===== src/rtl/mult_shift_add.sv =====
// Sequential 32x32 signed shift-and-add multiplier: one partial product per clock,
// with the sign-bit iteration subtracted so the accumulator holds the exact 64-bit product.
module mult_shift_add #(
  parameter int unsigned WIDTH = 32,
  parameter int unsigned CNT_W = 6
) (
  input  logic             clock,
  input  logic             reset,
  input  logic             ctrl_MULT,
  input  logic [WIDTH-1:0] data_operandA,
  input  logic [WIDTH-1:0] data_operandB,
  output logic [WIDTH-1:0] data_result,
  output logic             data_exception,
  output logic             data_resultRDY
);

  localparam int unsigned AccW = 2 * WIDTH;
  localparam int unsigned IdxW = $clog2(WIDTH);

  typedef enum logic [1:0] {StIdle, StRun, StDone} state_e;

  state_e           state_q, state_d;
  logic [WIDTH-1:0] a_q, a_d, b_q, b_d;
  logic [AccW-1:0]  acc_q, acc_d;
  logic [CNT_W-1:0] cnt_q, cnt_d;
  logic [WIDTH-1:0] result_q, result_d;
  logic             exc_q, exc_d;
  logic             rdy_q, rdy_d;

  logic [IdxW-1:0]  idx;
  logic             last;
  logic [WIDTH-1:0] pp;
  logic [AccW-1:0]  pp_sh;
  logic [AccW-1:0]  acc_step;
  logic [WIDTH:0]   acc_hi;

  always_comb begin
    idx      = cnt_q[IdxW-1:0];
    last     = (idx == IdxW'(WIDTH - 1));
    pp       = a_q & {WIDTH{b_q[idx]}};
    pp_sh    = {{WIDTH{pp[WIDTH-1]}}, pp} << idx;
    // The multiplier's sign bit carries weight -2^(WIDTH-1), hence the subtraction.
    acc_step = last ? (acc_q - pp_sh) : (acc_q + pp_sh);
    acc_hi   = acc_step[AccW-1:WIDTH-1];
  end

  always_comb begin
    state_d  = state_q;
    a_d      = a_q;
    b_d      = b_q;
    acc_d    = acc_q;
    cnt_d    = cnt_q;
    result_d = result_q;
    exc_d    = exc_q;
    rdy_d    = 1'b0;

    if (ctrl_MULT) begin
      // A start in any state recaptures and aborts whatever was in flight.
      a_d     = data_operandA;
      b_d     = data_operandB;
      acc_d   = '0;
      cnt_d   = '0;
      state_d = StRun;
    end else begin
      case (state_q)
        StIdle: state_d = StIdle;
        StRun: begin
          acc_d = acc_step;
          cnt_d = cnt_q + CNT_W'(1);
          if (last) begin
            state_d  = StDone;
            result_d = acc_step[WIDTH-1:0];
            exc_d    = !((acc_hi == '0) || (acc_hi == '1));
            rdy_d    = 1'b1;
          end
        end
        StDone:  state_d = StIdle;
        default: state_d = StIdle;
      endcase
    end
  end

  always_ff @(posedge clock or negedge reset) begin
    if (!reset) begin
      state_q  <= StIdle;
      a_q      <= '0;
      b_q      <= '0;
      acc_q    <= '0;
      cnt_q    <= '0;
      result_q <= '0;
      exc_q    <= 1'b0;
      rdy_q    <= 1'b0;
    end else begin
      state_q  <= state_d;
      a_q      <= a_d;
      b_q      <= b_d;
      acc_q    <= acc_d;
      cnt_q    <= cnt_d;
      result_q <= result_d;
      exc_q    <= exc_d;
      rdy_q    <= rdy_d;
    end
  end

  assign data_result    = result_q;
  assign data_exception = exc_q;
  assign data_resultRDY = rdy_q;

endmodule


===== config.mk =====
export PLATFORM = sky130hd
export DESIGN_NAME = mult_shift_add
export DESIGN_NICKNAME = d
export VERILOG_FILES = /design/src/rtl/mult_shift_add.sv
export SDC_FILE = /design/constraint.sdc
export NUM_CORES = 1
export LEC_CHECK = 0
export ABC_AREA = 1
export BUFFER_PORTS_ARGS = -buffer_cell sky130_fd_sc_hd__buf_2
export CAP_MARGIN = 10
export CORE_MARGIN = 10
export CORE_UTILIZATION = 40
export DETAILED_ROUTE_END_ITERATION = 7
export GPL_ROUTABILITY_DRIVEN = 0
export RECOVER_POWER = 25
export SLEW_MARGIN = 25
export SYNTH_ARGS = -nofsm -noshare
export SYNTH_HDL_FRONTEND = slang
export SYNTH_SLANG_ARGS = --single-unit

===== constraint.sdc =====
create_clock -name clock -period 11.6 [get_ports clock]
set_input_delay 0.58 -clock clock [delete_from_list [all_inputs] [get_ports clock]]
set_output_delay 0.58 -clock clock [all_outputs]
set_load 0.02 [all_outputs]

=== Word level (Yosys, flattened, before mapping) ===
Cells that the tools add are included.

* Register bits: 170
* Input port bits: 67
* Memories: 0
* Bits in latches: 0
* Memory bits (writable): 0
* Word-level logic and storage cells: 37
* Memory bits (read-only): 0
* Output and inout port bits: 34

* Bitwise operators: 2
* Multiply operators: 0
* Order comparisons: 1
* Equal/unequal tests: 4
* Div/mod/pow operators: 0
* Shift-type cells: 1
* Add/sub/neg operators: 3
* Reduce and logical (&&, ||, !) cells: 5
* Multiplexer cells: 13

{| class="wikitable"
|+ Operators by type and width
! operator !! number
|-
| two-way mux 64 bit || 3
|-
| adder 64 bit || 1
|-
| left shift 64 x 5 -> 64 bit || 1
|-
| subtractor 64 bit || 1
|-
| equality test 33 bit (second input constant) || 1
|-
| logical NOT 33 bit || 1
|-
| bitwise AND 32 bit || 1
|-
| two-way mux 6 bit || 2
|-
| adder 6 x 1 -> 6 bit (second input constant) || 1
|-
| less-than comparator 5 x 6 -> 1 bit (second input constant) || 1
|-
| two-way mux 2 bit || 3
|-
| binary-select mux 1 bit (select 5 bit) || 1
|-
| equality test 5 bit (second input constant) || 1
|-
| two-way mux 1 bit || 4
|-
| != test 3 bit (second input constant) || 1
|-
| AND reduction 3 bit || 1
|-
| equality test 2 x 1 -> 1 bit (second input constant) || 1
|-
| nonzero test 2 bit || 1
|-
| logical NOT 1 bit || 1
|-
| logical OR 1 bit || 1
|-
| NOT 1 bit || 1
|}

=== Depth between registers and ports, before layout ===
* Depth after elaboration: 9
* Gate-level depth with buffers: 51
* Mapped depth without buffers: 49

=== Least setup slack after synthesis ===
OpenSTA, ideal clock, no wires.

* Kind: register to register
* From: register cnt_q[0]
* To: register exc_q, in the netlist data_exception
* Period minus slack after synthesis: 5,119 ps
* Slack: 6,481 ps
* Arrival time: 5,002 ps
* Required time: 11,483 ps
* Buffers on the path: 3
* Stages on the path, launching flop included: 48
* Setup time: 117 ps
* Cells stage by stage: dfrtp_1 -> inv_2 -> buf_6 -> nand2_1 -> nand3_1 -> nand3_1 -> nand2_1 -> nand2_1 -> nand3_2 -> buf_6 -> buf_6 -> nand3_1 -> nand2_1 -> nand3_1 -> nand3_1 -> nand4_1 -> nand2_2 -> nor3_2 -> [12 not listed] -> nand2_1 -> nand3_1 -> nand2_1 -> nand2_1 -> nand2_1 -> nand2_1 -> nand2_1 -> nand2_1 -> xor2_1 -> nand2_1 -> nor2_1 -> nand3_1 -> nor2_1 -> nand3_1 -> nor2_1 -> nand3_1 -> nand3_1 -> nand2_1

* Cells in the longest elaborated chain, start to end: 9
* Elaborated cells on any way between the ends: 13
* Classes of those cells: add/sub: 2; eq/ne: 2; shift: 1; mux: 3; bitwise: 1; reduce/logical: 4

{| class="wikitable"
|+ RTL lines
! item !! line !! text
|-
| start: declaration || 25 || <nowiki>logic [CNT_W-1:0] cnt_q, cnt_d;</nowiki>
|-
| start signal: assignment || 98 || <nowiki>cnt_q <= cnt_d;</nowiki>
|-
| binary-select mux 1 bit (select 5 bit) || 40 || <nowiki>pp = a_q & {WIDTH{b_q[idx]}};</nowiki>
|-
| two-way mux 1 bit (implied by the code) || 40 ||
|-
| bitwise AND 32 bit || 40 ||
|-
| left shift 64 x 5 -> 64 bit || 41 || <nowiki>pp_sh = {{WIDTH{pp[WIDTH-1]}}, pp} << idx;</nowiki>
|-
| adder 64 bit / subtractor 64 bit (equally long branches) || 43 || <nowiki>acc_step = last ? (acc_q - pp_sh) : (acc_q + pp_sh);</nowiki>
|-
| two-way mux 64 bit || 43 ||
|-
| equality test 33 bit / logical NOT 33 bit (equally long branches) || 73 || <nowiki>exc_d = !((acc_hi == '0) || (acc_hi == '1));</nowiki>
|-
| logical OR 1 bit || 73 ||
|-
| logical NOT 1 bit || 73 ||
|-
| end signal: assignment || 91 || <nowiki>exc_q <= 1'b0;</nowiki>
|-
| end signal: assignment || 100 || <nowiki>exc_q <= exc_d;</nowiki>
|-
| end: declaration || 27 || <nowiki>logic exc_q, exc_d;</nowiki>
|}

Parallel ways exist; a longest one is shown, timed or not. The select of a mux whose other input is x is not followed.
A chain may end at the register's enable or synchronous reset.

=== Worst setup path in the final report ===
Ends and elaborated chain as after synthesis.

==> impl_metrics.ini <==
[cts]
cts_tree = yes
cts_sinks = 169
cts_setup_buffers = 0
cts.path.max_buffers = 2
holdBufCountCts = 0
post_cts_resized = 0
root_buffer = clkbuf_16
clk_latency_ns = 0.47
numCtsBuffers = 17
path_clk_slew_ns = 0.07
htree_levels = 4

[power]
p_per_area_nw_per_um2 = 175
power.leakage_nw = 9.18
p_total_mw = 2.98
ir_drop_uv = 128

[sta]
setup_viol = 0
setup-tns-final_ns = 0
min_period_ns = 8.40
slew_violations = 174
hold_violations = 0
fin_skew_ns = 0.0170
tightest_slew_ns = 3.17
rsz0062_at_grt = no
finalCritPeriodShare_pct = 72.4
slew_headroom_pct = -111
max_freq_mhz = 119

[drt]
drc = 0
num_vias = 16632
vias_per_cell = 5.41
drtPass1Iterations = 8
wl_per_cell_um = 16.6
wl_mm = 51.0
drt_iter0_markers = 1784
antenna_left = 0

[synthesis]
synth-main-ff-cell = dfrtp_1
synth_area_um2 = 15600
yosys_warnings = 0
yosysSeqAreaShare_pct = 27.1
synthesis.nets = 2641
synth_cell_types = 49
synth_edf_count = 0
postSynth.asyncResetShare_pct = 100
synthCells = 2507
ys_ff_latch = 169
avgSynthCellArea_um2 = 6.22

[placement]
io_buffers = 100
placed_area_um2 = 16400
hpwl_mm = 40.2

[setup_path]
critPathCaptureType = flop
cp_max_fo = 55
slowest_stage = nand3_2
slowest_delay_ns = 0.73
worst_setup_path_start_kind = flop
cp.required_ns = 11.95
path_common_cell = nand2_1
critical_path_class = reg2reg
arrival_ns = 8.75

[die]
start_util_pct = 40.4
num_io_pins = 101
rows = 72
die_area_um2 = 47300
die_w_um = 217
die_y_um = 217
coreArea_um2 = 38600

[layout]
fill_cells = 4151
nets = 2675
multi_input_area_um2 = 10100
drive_gt1_share_pct = 7.75
seq_area_um2 = 4230
fin_area_um2 = 17100
flow.area_growth_from_synthesis_pct = 9.36
diodes = 0

[grt]
grt_pass1_vias = 16122
grt_pass1_wl_mm = 83.5
grt_antenna_before_repair = 0
grt-ovfl-total = 0
grt_start_max_net_pins = 69
grt_usage_pct = 21.5

[status]
status = finished with violations
violations = capacitance limit, slew limit

[worst_hold_path]
min_path_type = in2reg

[run]
maxCapViolCount = 3
-- path summary, 6_finish.rpt --
| path | slack, ns | endpoint | from | depth (start not counted) |
|---|---|---|---|---|
| max in group asynchronous | 6.75 | acc_q[45] | reset | 2 |
| hold reg to reg | 0.47 | b_q[15] | b_q[15] | 2 |
| min in group asynchronous | 0.87 | data_result[11] | reset | 1 |
| setup / recovery | 3.20 | data_exception | cnt_q[0] | 45 |
| hold / removal | 0.31 | a_q[19] | data_operandA[19] | 3 |
| setup reg to reg | 3.20 | data_exception | cnt_q[0] | 45 |
-- registers in the layout, indices dropped and copies added, names as in the netlist --
| register | count |
|---|---|
| acc_q | 64 |
| state_q | 2 |
| a_q | 32 |
| data_resultRDY | 1 |
| data_result | 32 |
| data_exception | 1 |
| cnt_q | 5 |
| b_q | 32 |
-- cells by family after synthesis --
| logic type | after synthesis | share of synthesized area, % |
|---|---|---|
| flip-flops | 169 | 27.1 |
| adder cells (fa/ha/maj) | 67 | 5.42 |
| XOR/XNOR | 102 | 5.73 |
| AND/OR/NAND/NOR | 1551 | 42.2 |
| buffers and inverters | 293 | 7.91 |
| AO/OA/AOI/OAI | 325 | 11.6 |
-- critical path, delay by kind of cell (launching register included) --
kind                     cells  cell delay (ns)
adder cells (fa/ha/maj)      1             0.39
flip-flops                   1             0.33
AO/OA/AOI/OAI                1             0.31
XOR/XNOR                     2             0.50
AND/OR/NAND/NOR             36             5.50
buffers and inverters        5             1.20
-- cell usage after synthesis (3+ instances only) --
| library cell | count | area share [%] |
|---|---|---|
| buf_1 | 15 | 0.36 |
| a21o_1 | 9 | 0.43 |
| xor2_1 | 66 | 3.7 |
| clkbuf_1 | 46 | 1.1 |
| nor2_1 | 199 | 4.8 |
| nor4_1 | 7 | 0.28 |
| nor2_2 | 5 | 0.20 |
| buf_6 | 9 | 0.65 |
| or2_2 | 4 | 0.16 |
| nand3b_1 | 4 | 0.19 |
| nor2_4 | 3 | 0.22 |
| xnor2_1 | 36 | 2.0 |
| o21bai_1 | 11 | 0.53 |
| clkinv_1 | 4 | 0.096 |
| nor3_1 | 17 | 0.55 |
| nand3_2 | 12 | 0.77 |
| o21ai_0 | 140 | 4.5 |
| inv_2 | 8 | 0.19 |
| dfrtp_1 | 169 | 27 |
| o31ai_1 | 3 | 0.14 |
| buf_2 | 23 | 0.74 |
| buf_4 | 10 | 0.48 |
| ha_1 | 66 | 5.3 |
| nand3_1 | 337 | 11 |
| a21oi_1 | 104 | 3.3 |
| a31oi_1 | 21 | 0.84 |
| a22o_1 | 16 | 0.90 |
| nand2_1 | 907 | 22 |
| nand4_1 | 40 | 1.6 |
| nand2_2 | 8 | 0.32 |
| o21ai_1 | 6 | 0.19 |
| o22ai_1 | 3 | 0.12 |
| inv_1 | 178 | 4.3 |
-- per-layer routing --
metal | global-route usage, % | share of wire (%)
met5 | 0 | 0
met2 | 34.8 | 46
met3 | 3.34 | 5.7
met1 | 28.8 | 46
met4 | 6.57 | 2.3
-- power by group --
part / leakage [nW] / total (mW) / switching, mW / internal, mW
clock network: 0.340 / 0.686 / 0.270 / 0.416
registers: 2.17 / 0.751 / 0.0647 / 0.687
logic: 6.66 / 1.55 / 1.06 / 0.492
-- cell type report --
cell class                      count  share of cell area, %
Clock buffer                       18                   2.57
Clock inverter                     14                   1.50
Sequential cell                   169                   24.8
Multi-Input combinational cell   2045                   59.5
Timing Repair Buffer              118                   3.67
Inverter                          190                   4.19
Tap cell                          518                   3.80
-- cell usage in the layout, fill, tap and decap left out, drive strengths merged, types with 2 or more instances in the layout --
cell type  instances
o31ai              3
o21ai            147
a22o              16
o21bai            11
nor3              18
dfrtp            169
inv              193
and3               2
bufinv             6
a31oi             21
buf              115
clkinv             5
a21oi            106
a221oi             2
nand2            915
a21o               9
nand3b             4
nand4             42
o22ai              3
nor2             207
or2                4
clkbuf            21
nand3            350
o21a               2
xnor2             36
xor2              66
ha                66
nor4               7
-- per-stage QoR --
stage / utilization [%] / worst slack, ns / hold WS, ns / std cells
after floorplan: - / 6.48 / 0.284 / 2507
after global placement: 42.4 / 3.35 / 0.456 / 3040
after detailed placement: 42.4 / 3.34 / 0.458 / 3040
after CTS: 44.2 / 3.32 / 0.0311 / 3072
after global routing: 44.1 / 2.26 / 0.307 / 3072
final: 44.1 / 3.20 / 0.314 / 3072
Note: power is estimated with default switching activity, not from simulation.
